[config.mk]
export PLATFORM = sky130hd
export DESIGN_NAME = stereo_frame_scheduler_flat
export DESIGN_NICKNAME = d
export VERILOG_FILES = /design/src/rtl/stereo_frame_scheduler_if.sv /design/src/rtl/stereo_frame_scheduler.sv /design/src/flat_wrapper.sv
export SDC_FILE = /design/constraint.sdc
export NUM_CORES = 1
export LEC_CHECK = 0
export CORE_MARGIN = 2
export CORE_UTILIZATION = 47
export DETAILED_ROUTE_END_ITERATION = 10
export PLACE_DENSITY = 0.75
export SYNTH_ARGS = -nofsm -noshare
export SYNTH_HDL_FRONTEND = slang
export SYNTH_SLANG_ARGS = --single-unit
export TNS_END_PERCENT = 100
[constraint.sdc]
create_clock -name clk -period 2.2 [get_ports clk]
set_input_delay 0.44 -clock clk [delete_from_list [all_inputs] [get_ports clk]]
set_output_delay 0.44 -clock clk [all_outputs]
set_load 0.05 [all_outputs]
[src/rtl/stereo_frame_scheduler_if.sv]
// Handshake bundle between the stereo frame scheduler, its two channel
// producers and the bus-side sample FIFO.
interface stereo_frame_scheduler_if #(
  parameter int SAMPLE_W  = 24,
  parameter int DATA_SIZE = 28
);
  logic                 l_valid;
  logic [SAMPLE_W-1:0]  l_data;
  logic                 l_ready;
  logic                 r_valid;
  logic [SAMPLE_W-1:0]  r_data;
  logic                 r_ready;
  logic                 sink_valid;
  logic [DATA_SIZE-1:0] sink_data;
  logic                 sink_ready;

  // Scheduler side: consumes producer samples, drives the FIFO word.
  modport master (
    input  l_valid, l_data, r_valid, r_data, sink_ready,
    output l_ready, r_ready, sink_valid, sink_data
  );

  // Producer / FIFO side.
  modport slave (
    output l_valid, l_data, r_valid, r_data, sink_ready,
    input  l_ready, r_ready, sink_valid, sink_data
  );
endinterface

[src/rtl/stereo_frame_scheduler.sv]
// Stereo frame scheduler: once per TICK_DIV clocks it fetches one left and one
// right sample and emits them as tagged words (bit DATA_SIZE-1 = channel,
// bit DATA_SIZE-2 = underrun). Missing samples become silence and are counted;
// ticks that arrive while a frame is still in flight are counted and dropped.
// DATA_SIZE must be at least SAMPLE_W+2 and TICK_DIV must lie in 8..65535.
module stereo_frame_scheduler #(
  parameter int SAMPLE_W  = 24,
  parameter int DATA_SIZE = 28,
  parameter int TICK_DIV  = 1042,
  parameter int CNT_W     = 16
) (
  input  logic                     clk,
  input  logic                     reset,
  input  logic                     enable,
  input  logic                     clr_stats,
  stereo_frame_scheduler_if.master bus,
  output logic [CNT_W-1:0]         underrun_cnt,
  output logic [CNT_W-1:0]         miss_cnt,
  output logic                     busy
);

  localparam logic [15:0] TICK_LAST = 16'(TICK_DIV - 1);

  typedef enum logic [2:0] {
    IDLE,
    FETCH_L,
    SEND_L,
    FETCH_R,
    SEND_R
  } state_t;

  state_t               state;
  logic [15:0]          div_cnt;
  logic                 tick;
  logic [DATA_SIZE-1:0] l_word;
  logic [DATA_SIZE-1:0] r_word;
  logic                 underrun_inc;
  logic                 miss_inc;

  // Frame pacing: free-running divider while enabled, one-cycle tick on wrap.
  always_ff @(posedge clk or negedge reset) begin
    if (!reset) begin
      div_cnt <= '0;
      tick    <= 1'b0;
    end else if (!enable) begin
      div_cnt <= '0;
      tick    <= 1'b0;
    end else if (div_cnt == TICK_LAST) begin
      div_cnt <= '0;
      tick    <= 1'b1;
    end else begin
      div_cnt <= div_cnt + 16'd1;
      tick    <= 1'b0;
    end
  end

  // Build the tagged words; an absent sample is replaced by silence.
  always_comb begin
    l_word = '0;
    l_word[DATA_SIZE-2] = ~bus.l_valid;
    if (bus.l_valid) begin
      l_word[SAMPLE_W-1:0] = bus.l_data;
    end
    r_word = '0;
    r_word[DATA_SIZE-1] = 1'b1;
    r_word[DATA_SIZE-2] = ~bus.r_valid;
    if (bus.r_valid) begin
      r_word[SAMPLE_W-1:0] = bus.r_data;
    end
  end

  // Frame sequencer; every output is registered alongside the state change.
  always_ff @(posedge clk or negedge reset) begin
    if (!reset) begin
      state          <= IDLE;
      bus.l_ready    <= 1'b0;
      bus.r_ready    <= 1'b0;
      bus.sink_valid <= 1'b0;
      bus.sink_data  <= '0;
      busy           <= 1'b0;
    end else begin
      case (state)
        IDLE: begin
          if (tick) begin
            state       <= FETCH_L;
            bus.l_ready <= 1'b1;
            busy        <= 1'b1;
          end
        end
        FETCH_L: begin
          state          <= SEND_L;
          bus.l_ready    <= 1'b0;
          bus.sink_valid <= 1'b1;
          bus.sink_data  <= l_word;
        end
        SEND_L: begin
          if (bus.sink_ready) begin
            state          <= FETCH_R;
            bus.sink_valid <= 1'b0;
            bus.r_ready    <= 1'b1;
          end
        end
        FETCH_R: begin
          state          <= SEND_R;
          bus.r_ready    <= 1'b0;
          bus.sink_valid <= 1'b1;
          bus.sink_data  <= r_word;
        end
        SEND_R: begin
          if (bus.sink_ready) begin
            state          <= IDLE;
            bus.sink_valid <= 1'b0;
            busy           <= 1'b0;
          end
        end
        default: begin
          state          <= IDLE;
          bus.l_ready    <= 1'b0;
          bus.r_ready    <= 1'b0;
          bus.sink_valid <= 1'b0;
          busy           <= 1'b0;
        end
      endcase
    end
  end

  // Only one fetch state is active at a time, so one increment per cycle.
  always_comb begin
    underrun_inc = ((state == FETCH_L) && !bus.l_valid) ||
                   ((state == FETCH_R) && !bus.r_valid);
    miss_inc     = tick && (state != IDLE);
  end

  // Saturating statistics; a clear wins over a same-cycle increment.
  always_ff @(posedge clk or negedge reset) begin
    if (!reset) begin
      underrun_cnt <= '0;
      miss_cnt     <= '0;
    end else if (clr_stats) begin
      underrun_cnt <= '0;
      miss_cnt     <= '0;
    end else begin
      if (underrun_inc && (underrun_cnt != '1)) begin
        underrun_cnt <= underrun_cnt + CNT_W'(1);
      end
      if (miss_inc && (miss_cnt != '1)) begin
        miss_cnt <= miss_cnt + CNT_W'(1);
      end
    end
  end

endmodule

[src/flat_wrapper.sv]
// flat-port wrapper written by rule: the top's interface ports become plain ports
module stereo_frame_scheduler_flat 
#(
  parameter int SAMPLE_W  = 24,
  parameter int DATA_SIZE = 28,
  parameter int TICK_DIV  = 1042,
  parameter int CNT_W     = 16
)
  (clk, reset, enable, clr_stats, underrun_cnt, miss_cnt, busy, bus_l_valid, bus_l_data, bus_r_valid, bus_r_data, bus_sink_ready, bus_l_ready, bus_r_ready, bus_sink_valid, bus_sink_data);
  stereo_frame_scheduler_if #(.SAMPLE_W(SAMPLE_W), .DATA_SIZE(DATA_SIZE)) bus_i ();
  input  logic clk;
  input  logic reset;
  input  logic enable;
  input  logic clr_stats;
  output logic [CNT_W-1:0] underrun_cnt;
  output logic [CNT_W-1:0] miss_cnt;
  output logic busy;
  input wire logic [$bits(bus_i.l_valid)-1:0] bus_l_valid;
  input wire logic [$bits(bus_i.l_data)-1:0] bus_l_data;
  input wire logic [$bits(bus_i.r_valid)-1:0] bus_r_valid;
  input wire logic [$bits(bus_i.r_data)-1:0] bus_r_data;
  input wire logic [$bits(bus_i.sink_ready)-1:0] bus_sink_ready;
  output wire logic [$bits(bus_i.l_ready)-1:0] bus_l_ready;
  output wire logic [$bits(bus_i.r_ready)-1:0] bus_r_ready;
  output wire logic [$bits(bus_i.sink_valid)-1:0] bus_sink_valid;
  output wire logic [$bits(bus_i.sink_data)-1:0] bus_sink_data;
  assign bus_i.l_valid = bus_l_valid;
  assign bus_i.l_data = bus_l_data;
  assign bus_i.r_valid = bus_r_valid;
  assign bus_i.r_data = bus_r_data;
  assign bus_i.sink_ready = bus_sink_ready;
  assign bus_l_ready = bus_i.l_ready;
  assign bus_r_ready = bus_i.r_ready;
  assign bus_sink_valid = bus_i.sink_valid;
  assign bus_sink_data = bus_i.sink_data;
  stereo_frame_scheduler #(.SAMPLE_W(SAMPLE_W), .DATA_SIZE(DATA_SIZE), .TICK_DIV(TICK_DIV), .CNT_W(CNT_W)) u_core (.clk(clk), .reset(reset), .enable(enable), .clr_stats(clr_stats), .bus(bus_i), .underrun_cnt(underrun_cnt), .miss_cnt(miss_cnt), .busy(busy));
endmodule
==> run_results.csv <==
group,metric,value,unit
worst_setup_path,slowest_stage,"clkdlybuf4s50_1",
power_and_ir_drop,power_density,1010,mW/mm^2
logic_synthesis,syn_area,0.00406,sq mm
floorplanning,start_util,0.489,
power_and_ir_drop,p_leak,2.29,nW
logic_synthesis,yosys_register_bits,82,
logic_synthesis,synth.top_cell.area_share,0.506,
clock_network,cts_max_path_buffers,2,
drt,wl_per_cell,14.8,microns
layout,n_fill_cell,680,
timing,fin_ws,0.0736,ns
global_route,antenna_found_initial,0,
floorplanning,dieWidth,96.9,microns
layout,synthToLayoutAreaGrowth,37.0,%
worst_setup_path,slowest_delay,0.85,ns
global_route,grt_max_degree,61,
timing,period_minus_slack,2.13,ns
worst_setup_path,path_buf_inv,1,
worst_setup_path,critPathLaunchType,"flip-flop",
run_status,outcome,"finished, final reports clean",
timing,max_freq,470,MHz
logic_synthesis,yosys_warnings,0,
layout,finalCoreUtilization,0.670,
drt,wirelength,9680,microns
placement,dp_slack,0.0927,ns
clock_network,clkSinkCount,82,
global_route,grt_pass1_wl,16900,microns
timing,slew_headroom,0.418,
clock_network,cts_tree,"done",
layout,final_common_cell,"clkdlybuf4s50_1",
floorplanning,num_rows,33,
logic_synthesis,yosysSeqAreaShare,0.506,
drt,firstDrtPassIters,4,
clock_network,cts_made_buffers,9,
global_route,grt_overflow,0,
timing,finClkSkew,0.00884,ns
timing,setup_violations,0,
power_and_ir_drop,total_power,5.64,mW
layout,layout-drive-gt1-share,0.0693,
layout,final_cell_count_no_fill,653,
logic_synthesis,synth_cell_types,46,
layout,nNetsFinal,602,
worst_setup_path,cp_data_arrival_time,1.69,ns
flow_run,drv_cap,0,
placement,numPlacedInstances,636,
global_route,grt_pass1_vias,3403,
worst_setup_path,cp_cell_sequence,"clkdlybuf4s50_1",
timing,finalHoldViolCount,0,
logic_synthesis,synth_area_per_cell,9.55,sq um
logic_synthesis,syn_inst,425,
floorplanning,core,0.00830,sq mm
timing,rsz0062_at_grt,"false",
min_path,min_path_type,"flip-flop to flip-flop",
clock_network,root_buffer,"clkbuf_8",
power_and_ir_drop,ir_drop,0.000569,V
placement,placement.io_buffers,116,
logic_synthesis,synth_top_cell_by_area,"dfrtp_1",
drt,viasPerCell,5.49,
clock_network,cts-htree-levels,3,
worst_setup_path,crit_family,"buffers and inverters",
floorplanning,pin_count,119,
placement,gp_congestion,0.902,
clock_network,clk_pin_slew,0.08,ns
drt,antenna_left,0,
logic_synthesis,synth.area.top_cells,"dfrtp_1, nor2_1, a221oi_1, xor2_1, xnor2_1",
drt,drt-initial-drc-count,131,
worst_setup_path,required,1.76,ns
floorplanning,die_area,0.00940,sq mm
logic_synthesis,postSynth.asyncResetShare,1.00,
floorplanning,die_h,96.9,microns
global_route,grt_usage,0.216,
worst_setup_path,critPathCaptureType,"output pin",
timing,fin_setup_tns,0,ns
worst_setup_path,critPathMaxFanout,6,
timing,worst_pin_slew,0.872,ns
clock_network,clk-insertion-delay-late,0.35,ns
worst_setup_path,path_class,"flip-flop to output pin",
layout,antenna_cells,0,
logic_synthesis,synth_ff_type,"dfrtp_1",
timing,finalCritPeriodShare,0.967,
drt,drc,0,
drt,vias,3588,
logic_synthesis,synth_edf_count,0,
clock_network,cts_setup_buffers,0,
timing,maxSlewViolCount,0,
layout,layout_common_cells,"clkdlybuf4s50_1, nor2_1, dfrtp_1",
placement,dp_hpwl,6960,microns
==> cell type report <==
| type | instances | area [sq um] | share of cell area |
|---|---|---|---|
| tap | 105 | 131 | 0.0236 |
| timing repair buffer | 128 | 1260 | 0.227 |
| clock inverter | 5 | 52.6 | 0.00945 |
| inverter | 8 | 30.0 | 0.00540 |
| clock buffer | 11 | 151 | 0.0272 |
| multi-input combinational | 314 | 1880 | 0.338 |
| sequential | 82 | 2050 | 0.369 |
==> stage by stage <==
stage / cell area [sq um] / hold WS (ns)
final: 5560 / 0.481
after global routing: 5560 / 0.508
after CTS: 5560 / 0.485
after detailed placement: 5350 / 0.357
after global placement: 5350 / 0.354
after floorplan: 4060 / 0.144
==> synthesized netlist by cell type (5+ instances only) <==
cell type / n
nand2_1: 30
nor2_1: 98
xor2_1: 20
nand3_1: 14
o21ai_0: 9
a221oi_1: 25
xnor2_1: 16
inv_1: 8
and2_1: 5
and3_1: 5
or3_1: 5
dfrtp_1: 82
nor3_1: 10
buf_2: 8
nand4_1: 19
clkbuf_1: 10
a21oi_1: 8
nor4_1: 7
==> worst paths after layout <==
check                      slack [ns]                        to                     start  cells after the start
max                              0.07              miss_cnt[13]       u_core.miss_cnt[13]                      1
min                              0.48  u_core.bus.sink_data[27]  u_core.bus.sink_data[27]                      2
max reg2reg                      0.19       u_core.miss_cnt[13]        u_core.miss_cnt[0]                      6
min reg2reg                      0.48  u_core.bus.sink_data[27]  u_core.bus.sink_data[27]                      2
max in group asynchronous        1.08  u_core.bus.sink_data[10]                     reset                      3
min in group asynchronous        0.52        u_core.miss_cnt[4]                     reset                      2
==> layer usage <==
metal,track usage,routed length [microns],vias to the layer above
li1,-,-,1740
met1,0.303,4460,1719
met2,0.331,4490,115
met3,0.0520,538,14
met4,0.0715,189,0
met5,0,0,-
==> registers in the layout, summed over array words and instances (netlist names) <==
name                   count
u_core.busy                1
u_core.bus.sink_valid      1
u_core.underrun_cnt       16
u_core.bus.r_ready         1
u_core.bus.sink_data      26
u_core.bus.l_ready         1
u_core.miss_cnt           16
u_core.tick                1
u_core.div_cnt            16
u_core.state               3
==> cell families (layout without fill, tap and decap cells) <==
family,after synthesis,count (layout),synth area share
and+or+nand+nor,215,215,0.263
DFF,82,82,0.506
AOI/OAI and AO/OA,53,53,0.0962
xor gates and xnor gates,36,36,0.0777
buffers and inverters,30,152,0.0330
adders and majority gates,4,4,0.0123
muxes,4,4,0.0111
other,1,2,0.000924
==> repair_timing <==
item / CTS / global route
hold endpoints to repair: 22 / 0
resized for setup: 0 / 0
hold buffers: 1 / 0
==> power breakdown <==
group          switching [mW]  internal, mW
registers               0.177          1.82
logic                    1.66         0.886
clock network           0.523         0.581
total                    2.36          3.28
Note: power is estimated with default switching activity, not from simulation.
